[config.mk]
export PLATFORM = sky130hd
export DESIGN_NAME = rsnn_neuron_array
export DESIGN_NICKNAME = d
export VERILOG_FILES = /design/src/rtl/rsnn_neuron_array.sv
export SDC_FILE = /design/constraint.sdc
export NUM_CORES = 1
export LEC_CHECK = 0
export ABC_AREA = 1
export CAP_MARGIN = 20
export CORE_MARGIN = 2
export CORE_UTILIZATION = 45
export DETAILED_ROUTE_END_ITERATION = 6
export GPL_TIMING_DRIVEN = 0
export HOLD_SLACK_MARGIN = 0.12
export PLACE_DENSITY_LB_ADDON = 0.1
export SLEW_MARGIN = 10
export SYNTH_ARGS = -nofsm -noshare
export SYNTH_HDL_FRONTEND = slang
export SYNTH_SLANG_ARGS = --single-unit
[constraint.sdc]
create_clock -name clk -period 17.1 [get_ports clk]
set_input_delay 2.565 -clock clk [delete_from_list [all_inputs] [get_ports clk]]
set_output_delay 2.565 -clock clk [all_outputs]
set_load 0.02 [all_outputs]
[src/rtl/rsnn_neuron_array.sv]
// rsnn_neuron_array: N recurrent leaky integrate-and-fire neurons.
//   clk, reset (sync, active-high, dominates enable), enable (one update per cycle)
//   external_input_current  N x W signed currents, neuron i at [i*W +: W]
//   threshold / decay / refractory_period        shared neuron parameters
//   feedback_scale / lateral_scale / feedback_mode  recurrent weights and mode
//   spike_out, membrane_out  registered per-neuron state
//   spike_total              saturating spike-event counter
module rsnn_neuron_array #(
  parameter int N  = 4,
  parameter int W  = 8,
  parameter int RW = 8,
  parameter int CW = 16
) (
  input  logic              clk,
  input  logic              reset,
  input  logic              enable,
  input  logic [N*W-1:0]    external_input_current,
  input  logic [W-1:0]      threshold,
  input  logic [W-1:0]      decay,
  input  logic [RW-1:0]     refractory_period,
  input  logic [W-1:0]      feedback_scale,
  input  logic [W-1:0]      lateral_scale,
  input  logic [1:0]        feedback_mode,
  output logic [N-1:0]      spike_out,
  output logic [N*W-1:0]    membrane_out,
  output logic [CW-1:0]     spike_total
);

  typedef logic signed [W+1:0] wide_t;

  logic [N*W-1:0]  v_q, v_d;
  logic [N*RW-1:0] refr_q, refr_d;
  logic [N-1:0]    spike_q, spike_d;
  logic [CW-1:0]   total_q, total_d;

  function automatic wide_t sext(input logic [W-1:0] x);
    return {{2{x[W-1]}}, x};
  endfunction

  // Value fits in W bits when the top three bits of the wide sum agree.
  function automatic logic [W-1:0] sat(input wide_t x);
    if (x[W+1:W-1] == 3'b000 || x[W+1:W-1] == 3'b111)
      return x[W-1:0];
    else if (x[W+1])
      return {1'b1, {(W-1){1'b0}}};
    else
      return {1'b0, {(W-1){1'b1}}};
  endfunction

  function automatic void neuron_step(
    input  logic [W-1:0]  v,
    input  logic [RW-1:0] refr,
    input  logic [W-1:0]  ext,
    input  logic          add_fb,
    input  logic          add_lat,
    output logic [W-1:0]  v_n,
    output logic [RW-1:0] refr_n,
    output logic          spike_n
  );
    wide_t        cur;
    wide_t        lk;
    logic [W-1:0] i_sat;
    logic [W-1:0] s_w;

    cur = sext(ext)
        + (add_fb  ? sext(feedback_scale) : '0)
        + (add_lat ? sext(lateral_scale)  : '0);
    i_sat = sat(cur);

    // Leak toward zero by decay, clamping at zero instead of crossing it.
    lk = sext(v);
    if (!lk[W+1] && lk != '0) begin
      lk = lk - {2'b00, decay};
      if (lk[W+1]) lk = '0;
    end else if (lk[W+1]) begin
      lk = lk + {2'b00, decay};
      if (!lk[W+1] && lk != '0) lk = '0;
    end

    s_w = sat(lk + sext(i_sat));

    if (refr != '0) begin
      v_n     = '0;
      refr_n  = refr - 1'b1;
      spike_n = 1'b0;
    end else if ($signed(s_w) >= $signed(threshold)) begin
      v_n     = '0;
      refr_n  = refractory_period;
      spike_n = 1'b1;
    end else begin
      v_n     = s_w;
      refr_n  = '0;
      spike_n = 1'b0;
    end
  endfunction

  always_comb begin : next_state
    logic [W-1:0]  v_n;
    logic [RW-1:0] r_n;
    logic          s_n;
    logic [CW:0]   sum;

    v_d     = v_q;
    refr_d  = refr_q;
    spike_d = '0;
    v_n     = '0;
    r_n     = '0;
    s_n     = 1'b0;

    for (int unsigned i = 0; i < N; i++) begin
      neuron_step(v_q[i*W +: W], refr_q[i*RW +: RW],
                  external_input_current[i*W +: W],
                  feedback_mode[0] & spike_q[i],
                  feedback_mode[1] & spike_q[(i + N - 1) % N],
                  v_n, r_n, s_n);
      v_d[i*W +: W]     = v_n;
      refr_d[i*RW +: RW] = r_n;
      spike_d[i]        = s_n;
    end

    sum = {1'b0, total_q};
    for (int unsigned i = 0; i < N; i++)
      sum = sum + (CW+1)'(spike_d[i]);
    total_d = sum[CW] ? '1 : sum[CW-1:0];
  end

  always_ff @(posedge clk) begin
    if (reset) begin
      v_q     <= '0;
      refr_q  <= '0;
      spike_q <= '0;
      total_q <= '0;
    end else if (enable) begin
      v_q     <= v_d;
      refr_q  <= refr_d;
      spike_q <= spike_d;
      total_q <= total_d;
    end
  end

  assign spike_out    = spike_q;
  assign membrane_out = v_q;
  assign spike_total  = total_q;

endmodule

== After elaboration in Yosys (flattened, before gate mapping) ==
Cells that the tools add are included.

* Bits in registers: 84
* Bits in latches: 0
* RAM bits: 0
* Memory bits (read-only): 0
* Input bits: 77
* Logic and storage cells: 161
* Memories kept: 0

* $add $sub $neg: 28
* Multipliers: 0
* Divide/modulo/power cells: 0
* $lt $le $gt $ge: 4
* Eq/ne operators: 8
* Shifts and indexed selects: 0
* Multiplexer cells: 65
* Bitwise gates (word level): 8
* Reduce and logical (&&, ||, !) cells: 44

{| class="wikitable"
|+ Operators with widths
! operator !! count
|-
| two-way mux 8 bit || 32
|-
| two-way mux 10 bit || 20
|-
| adder 10 bit || 8
|-
| nonzero test 10 bit || 8
|-
| adder 17 x 1 -> 17 bit || 3
|-
| adder 10 x 8 -> 10 bit || 4
|-
| adder 8 x 9 -> 10 bit || 4
|-
| subtractor 8 x 9 -> 10 bit || 4
|-
| two-way mux 9 bit || 4
|-
| greater-or-equal comparator 8 bit || 4
|-
| nonzero test 8 bit || 4
|-
| subtractor 8 x 1 -> 8 bit (second input constant) || 4
|-
| equality test 3 bit (second input constant) || 8
|-
| logical NOT 3 bit || 8
|-
| adder 16 x 1 -> 17 bit || 1
|-
| two-way mux 16 bit || 1
|-
| bitwise AND 1 bit || 8
|-
| logical AND 1 bit || 8
|-
| logical NOT 1 bit || 8
|-
| logical OR 1 bit || 8
|-
| two-way mux 1 bit || 8
|}

== Depth between registers and ports, before layout ==
Gate-level depths: netlist of run 1.

* Depth in word-level cells: 19
* Mapped depth: 52
* Depth with buffers taken out: 51

== Least setup slack after synthesis of run 1 ==
No wires, ideal clock.

* Kind: input-to-reg
* From: input feedback_mode[0]
* To: register total_q[14], in the netlist spike_total[14]
* Library setup time: 95 ps
* Data arrival time: 9,378 ps
* Required time: 17,005 ps
* Setup slack: 7,627 ps
* Cell stages on the path: 42
* Path through: nand2_1 > nor2_1 > fa_1 > ha_1 > fa_1 > nand3_1 > a31oi_1 > or2_2 > xor2_1 > a21oi_1 > o21ai_0 > ha_1 > fa_1 > nand3_1 > nand2_1 > nand4_1 > nand3b_1 > nand2_1 > (+6 left out) > nand2_1 > o21ai_0 > nand2_1 > nand3b_1 > nand3_1 > nand2_1 > inv_1 > fa_1 > inv_1 > fa_1 > inv_1 > fa_1 > nand4_1 > nor2_1 > inv_1 > nor3_1 > nand2_1 > a221oi_1

{| class="wikitable"
|+ RTL lines
! element !! line !! RTL
|-
| from (decl) || 23 || <nowiki>input logic [1:0] feedback_mode,</nowiki>
|-
| bitwise AND 1 bit * || 113 || <nowiki>feedback_mode[0] & spike_q[i],</nowiki>
|-
| two-way mux 10 bit * || 66 || <nowiki>+ (add_fb ? sext(feedback_scale) : '0)</nowiki>
|-
| adder 10 bit * || 66 ||
|-
| adder 10 bit * || 67 || <nowiki>+ (add_lat ? sext(lateral_scale) : '0);</nowiki>
|-
| equality test 3 bit or logical NOT 3 bit (tied branches) || 42 || <nowiki>if (x[W+1:W-1] == 3'b000 || x[W+1:W-1] == 3'b111)</nowiki>
|-
| logical OR 1 bit || 42 ||
|-
| two-way mux 8 bit * || 42 ||
|-
| adder 10 x 8 -> 10 bit * || 80 || <nowiki>s_w = sat(lk + sext(i_sat));</nowiki>
|-
| equality test 3 bit or logical NOT 3 bit (tied branches) || 42 ||
|-
| logical OR 1 bit || 42 ||
|-
| two-way mux 8 bit * || 42 ||
|-
| greater-or-equal comparator 8 bit * || 86 || <nowiki>end else if ($signed(s_w) >= $signed(threshold)) begin</nowiki>
|-
| two-way mux 1 bit * || 86 ||
|-
| two-way mux 1 bit * || 82 || <nowiki>if (refr != '0) begin</nowiki>
|-
| net spike_d[2] || 33 || <nowiki>logic [N-1:0] spike_q, spike_d;</nowiki>
|-
| adder 17 x 1 -> 17 bit * (2 in series) || 123 || <nowiki>sum = sum + (CW+1)'(spike_d[i]);</nowiki>
|-
| two-way mux 16 bit * || 124 || <nowiki>total_d = sum[CW] ? '1 : sum[CW-1:0];</nowiki>
|-
| to (signal assigned) || 137 || <nowiki>total_q <= total_d;</nowiki>
|-
| to (decl) || 34 || <nowiki>logic [CW-1:0] total_q, total_d;</nowiki>
|}

The timed path passes the listed nets; every way through them passes the cells marked *.
A chain may end at the register's enable or synchronous reset.

== Worst setup path in the final report of run 1 ==
Ends and elaborated chain as after synthesis.

==> results.sh, run 1 <==
export IMPL_regToRegStartpoint="spike_out[1]$_SDFFE_PP0P_"
export IMPL_fin_crit_ns=11.11
export IMPL_drtPass1Iterations=5
export IMPL_grt_setup_unrepaired="no"
export IMPL_rrSetupSlack_ns=8.20
export IMPL_whs_ns=0.495
export IMPL_fin_cells=2662
export IMPL_ys_seq_area_share_pct=12.5
export IMPL_synth_warnings=0
export IMPL_drc=0
export IMPL_post_drt_wl_per_cell_um=16.2
export IMPL_die_w_um=177
export IMPL_numCtsBuffers=9
export IMPL_endpoint="spike_total[14]$_SDFFE_PP0P_"
export IMPL_ir_drop_mv=0.0762
export IMPL_finalSetupTns_ns=0
export IMPL_startpoint="feedback_mode[0]"
export IMPL_synth_area_um2=13500
export IMPL_initial_utilization_pct=45.6
export IMPL_finish_utilization_pct=52.6
export IMPL_timing_fmax_ghz=0.0900
export IMPL_slew_limit_headroom_pct=44.8
export IMPL_period_share_pct=65.0
export IMPL_cts_tree="yes"
export IMPL_place_gp_congestion=0.931
export IMPL_cp_end_kind="register"
export IMPL_wl_mm=43.2
export IMPL_cp_required_ns=17.35
export IMPL_syn_num_nets=2437
export IMPL_post_cts_repair_setup_buffers=0
export IMPL_clockBufferDepth=2
export IMPL_p_per_area_nw_per_um2=93.7
export IMPL_outcome="completed"
export IMPL_synthFlopType="dfxtp_1"
export IMPL_dp_hpwl_mm=35.5
export IMPL_final_antenna_net_count=0
export IMPL_grt_max_degree=15
export IMPL_r2r_cells=42
export IMPL_vias=14400
export IMPL_hold_violations=0
export IMPL_cpMaxStageDelayCell="clkdlybuf4s50_1"
export IMPL_cts_root_buf="clkbuf_16"
export IMPL_ys_async_sr_fraction_pct=0
export IMPL_dpl_worst_slack_ns=5.75
export IMPL_nets=2576
export IMPL_cap_violations=0
export IMPL_finalInstanceArea_um2=15500
export IMPL_slew_viol_final=0
export IMPL_grt_first_pass_wirelength_mm=68.1
export IMPL_critical_path_arrival_ns=11.36
export IMPL_synth_edf_count=0
export IMPL_row_count=63
export IMPL_vias_per_cell=5.40
export IMPL_tightest_slew_ns=0.826
export IMPL_crit_path_start_kind="input pin"
export IMPL_clkLatencyLatePin_ns=0.35
export IMPL_path_common_cell="nand2_1"
export IMPL_antenna_found_initial=0
export IMPL_grt_pass1_vias=13400
export IMPL_cts_clk_slew_worst_paths_ns=0.06
export IMPL_cts_hold_buf=0
export IMPL_setup_ws_ns=5.99
export IMPL_fp_dieH_um=177
export IMPL_n_antenna_cell=0
export IMPL_power_total_mw=1.46
export IMPL_htree_levels=3
export IMPL_ctsResizeCount=0
export IMPL_grt_usage_pct=27.4
export IMPL_port_buffers=128
export IMPL_ios=129
export IMPL_dieArea_um2=31300
export IMPL_rr_endpoint="spike_total[14]$_SDFFE_PP0P_"
export IMPL_grt_overflow=0
export IMPL_ys_ff_latch=84
export IMPL_area_growth_synth_to_final_pct=15.3
export IMPL_drive_gt1_share_pct=3.74
export IMPL_power_leakage_nw=8.06
export IMPL_drt_iter0_markers=903
export IMPL_crit_type="in2reg"
export IMPL_worstHoldPathType="reg2reg"
export IMPL_cts_sinks=84
export IMPL_critPathMaxStageDelay_ns=0.57
export IMPL_postPlaceCellArea_um2=15200
export IMPL_core_area_um2=29600
export IMPL_synth_avg_cell_area_um2=6.33
export IMPL_crit_path_max_fanout=9
export IMPL_setup_viol=0
export IMPL_postSynthCellCount=2128
export IMPL_finClkSkew_ns=0.0101
export IMPL_synth_distinct_cells=50
export IMPL_placed_cells=2646
[sequential cells by signal, summed over array words and instances, names as in the netlist]
name,count
spike_total,16
membrane_out,32
refr_q,32
spike_out,4
[critical path, delay by kind of cell]
family	cells	cell delay, ns
adder cells (fa/ha/maj)	9	3.26
AO/OA/AOI/OAI	6	1.15
XOR/XNOR	1	0.16
AND/OR/NAND/NOR	20	3.04
buffers and inverters	7	1.20
[metal layers]
| layer | global-route usage (%) | wire (um) | vias to the layer above |
|---|---|---|---|
| li1 | - | - | 7256 |
| met1 | 36.9 | 19800 | 6621 |
| met2 | 45.6 | 19700 | 415 |
| met3 | 3.35 | 2370 | 75 |
| met4 | 8.51 | 1380 | 0 |
| met5 | 0 | 0 | - |
[synth_stat cells (20+ instances only)]
cell,instances,area share [%]
nand2_1,509,14
inv_1,316,8.8
dfxtp_1,84,12
nand3_1,165,6.1
nand4_1,38,1.8
fa_1,51,7.6
nor3_1,21,0.78
a21oi_1,229,8.5
xnor2_1,24,1.6
xor2_1,52,3.4
o21ai_0,74,2.7
nor2_1,191,5.3
ha_1,181,17
clkbuf_1,20,0.56
[power breakdown]
part	internal, mW	switching (mW)	total (mW)
combinational	0.361	0.624	0.984
sequential	0.231	0.0426	0.274
clock	0.114	0.0845	0.198
[worst min-delay path by stage]
stage	cells after the start	from	end	slack, ns
after global routing	2	spike_total[14]$_SDFFE_PP0P_	spike_total[14]$_SDFFE_PP0P_	0.55
after global placement	2	spike_total[14]$_SDFFE_PP0P_	spike_total[14]$_SDFFE_PP0P_	0.48
after detailed placement	2	spike_total[14]$_SDFFE_PP0P_	spike_total[14]$_SDFFE_PP0P_	0.48
after floorplan	2	refr_q[11]$_SDFFE_PP0P_	refr_q[11]$_SDFFE_PP0P_	0.51
after CTS	2	spike_total[14]$_SDFFE_PP0P_	spike_total[14]$_SDFFE_PP0P_	0.49
final	2	spike_total[14]$_SDFFE_PP0P_	spike_total[14]$_SDFFE_PP0P_	0.49
[cells in the final DEF, fill, tap and decap left out, types with 5 or more instances in the layout]
cell             synthesis  routed
clkbuf_1                20      22
o21ai_1                  5       5
nor3_1                  21      21
a21oi_1                229     229
nor4_1                   5       5
buf_2                   11      11
a31oi_1                 18      18
clkdlybuf4s50_1          0     128
inv_1                  316     316
ha_1                   181     181
nand3_2                 15      15
xor2_1                  52      52
nand3b_1                13      13
xnor2_1                 24      24
o31ai_1                 10      10
o211ai_1                 6       6
nand2_1                509     509
nand3_1                165     165
o21bai_1                 9       9
a21oi_2                  5       5
o21ai_0                 74      74
clkbuf_16                0       9
nand4_1                 38      38
fa_1                    51      51
nor2_1                 191     191
o21a_1                   7       7
dfxtp_1                 84      84
nand2_2                 18      18
[cell families (layout without fill, tap and decap cells)]
kind of cell	after synthesis	count (layout)	share of synthesized area, %
and+or+nand+nor	991	991	32.2
AOI/OAI and AO/OA	385	385	15.7
buffers and inverters	360	504	10.4
adders and majority gates	232	232	24.4
DFF	84	84	12.5
xor gates and xnor gates	76	76	4.94
[final cells by class]
| type | instances | area (um^2) |
|---|---|---|
| Fill cell | 3056 | 14000 |
| Multi-Input combinational cell | 1684 | 10400 |
| Sequential cell | 84 | 1680 |
| Timing Repair Buffer | 128 | 1280 |
| Inverter | 322 | 1210 |
| Tap cell | 390 | 488 |
| Clock buffer | 11 | 233 |
| Buffer | 38 | 191 |
| Clock inverter | 5 | 62.6 |
(Power assumes the default switching activity.)
==> inputs of run 2 (changes only) <==
clock period = 10.96 ns   (was 17.1 ns; I/O delays follow)
==> results of run 2 <==
The final DEF is identical to that of run 1. Status: completed.
Among the figures that moved: setup slack after placement 5.75 ns -> 0.529 ns; setup slack after layout 5.99 ns -> 0.769 ns; register-to-register setup slack 8.20 ns -> 2.06 ns; total power 1.46 mW -> 2.27 mW; worst IR drop on VDD 0.0762 mV -> 0.119 mV
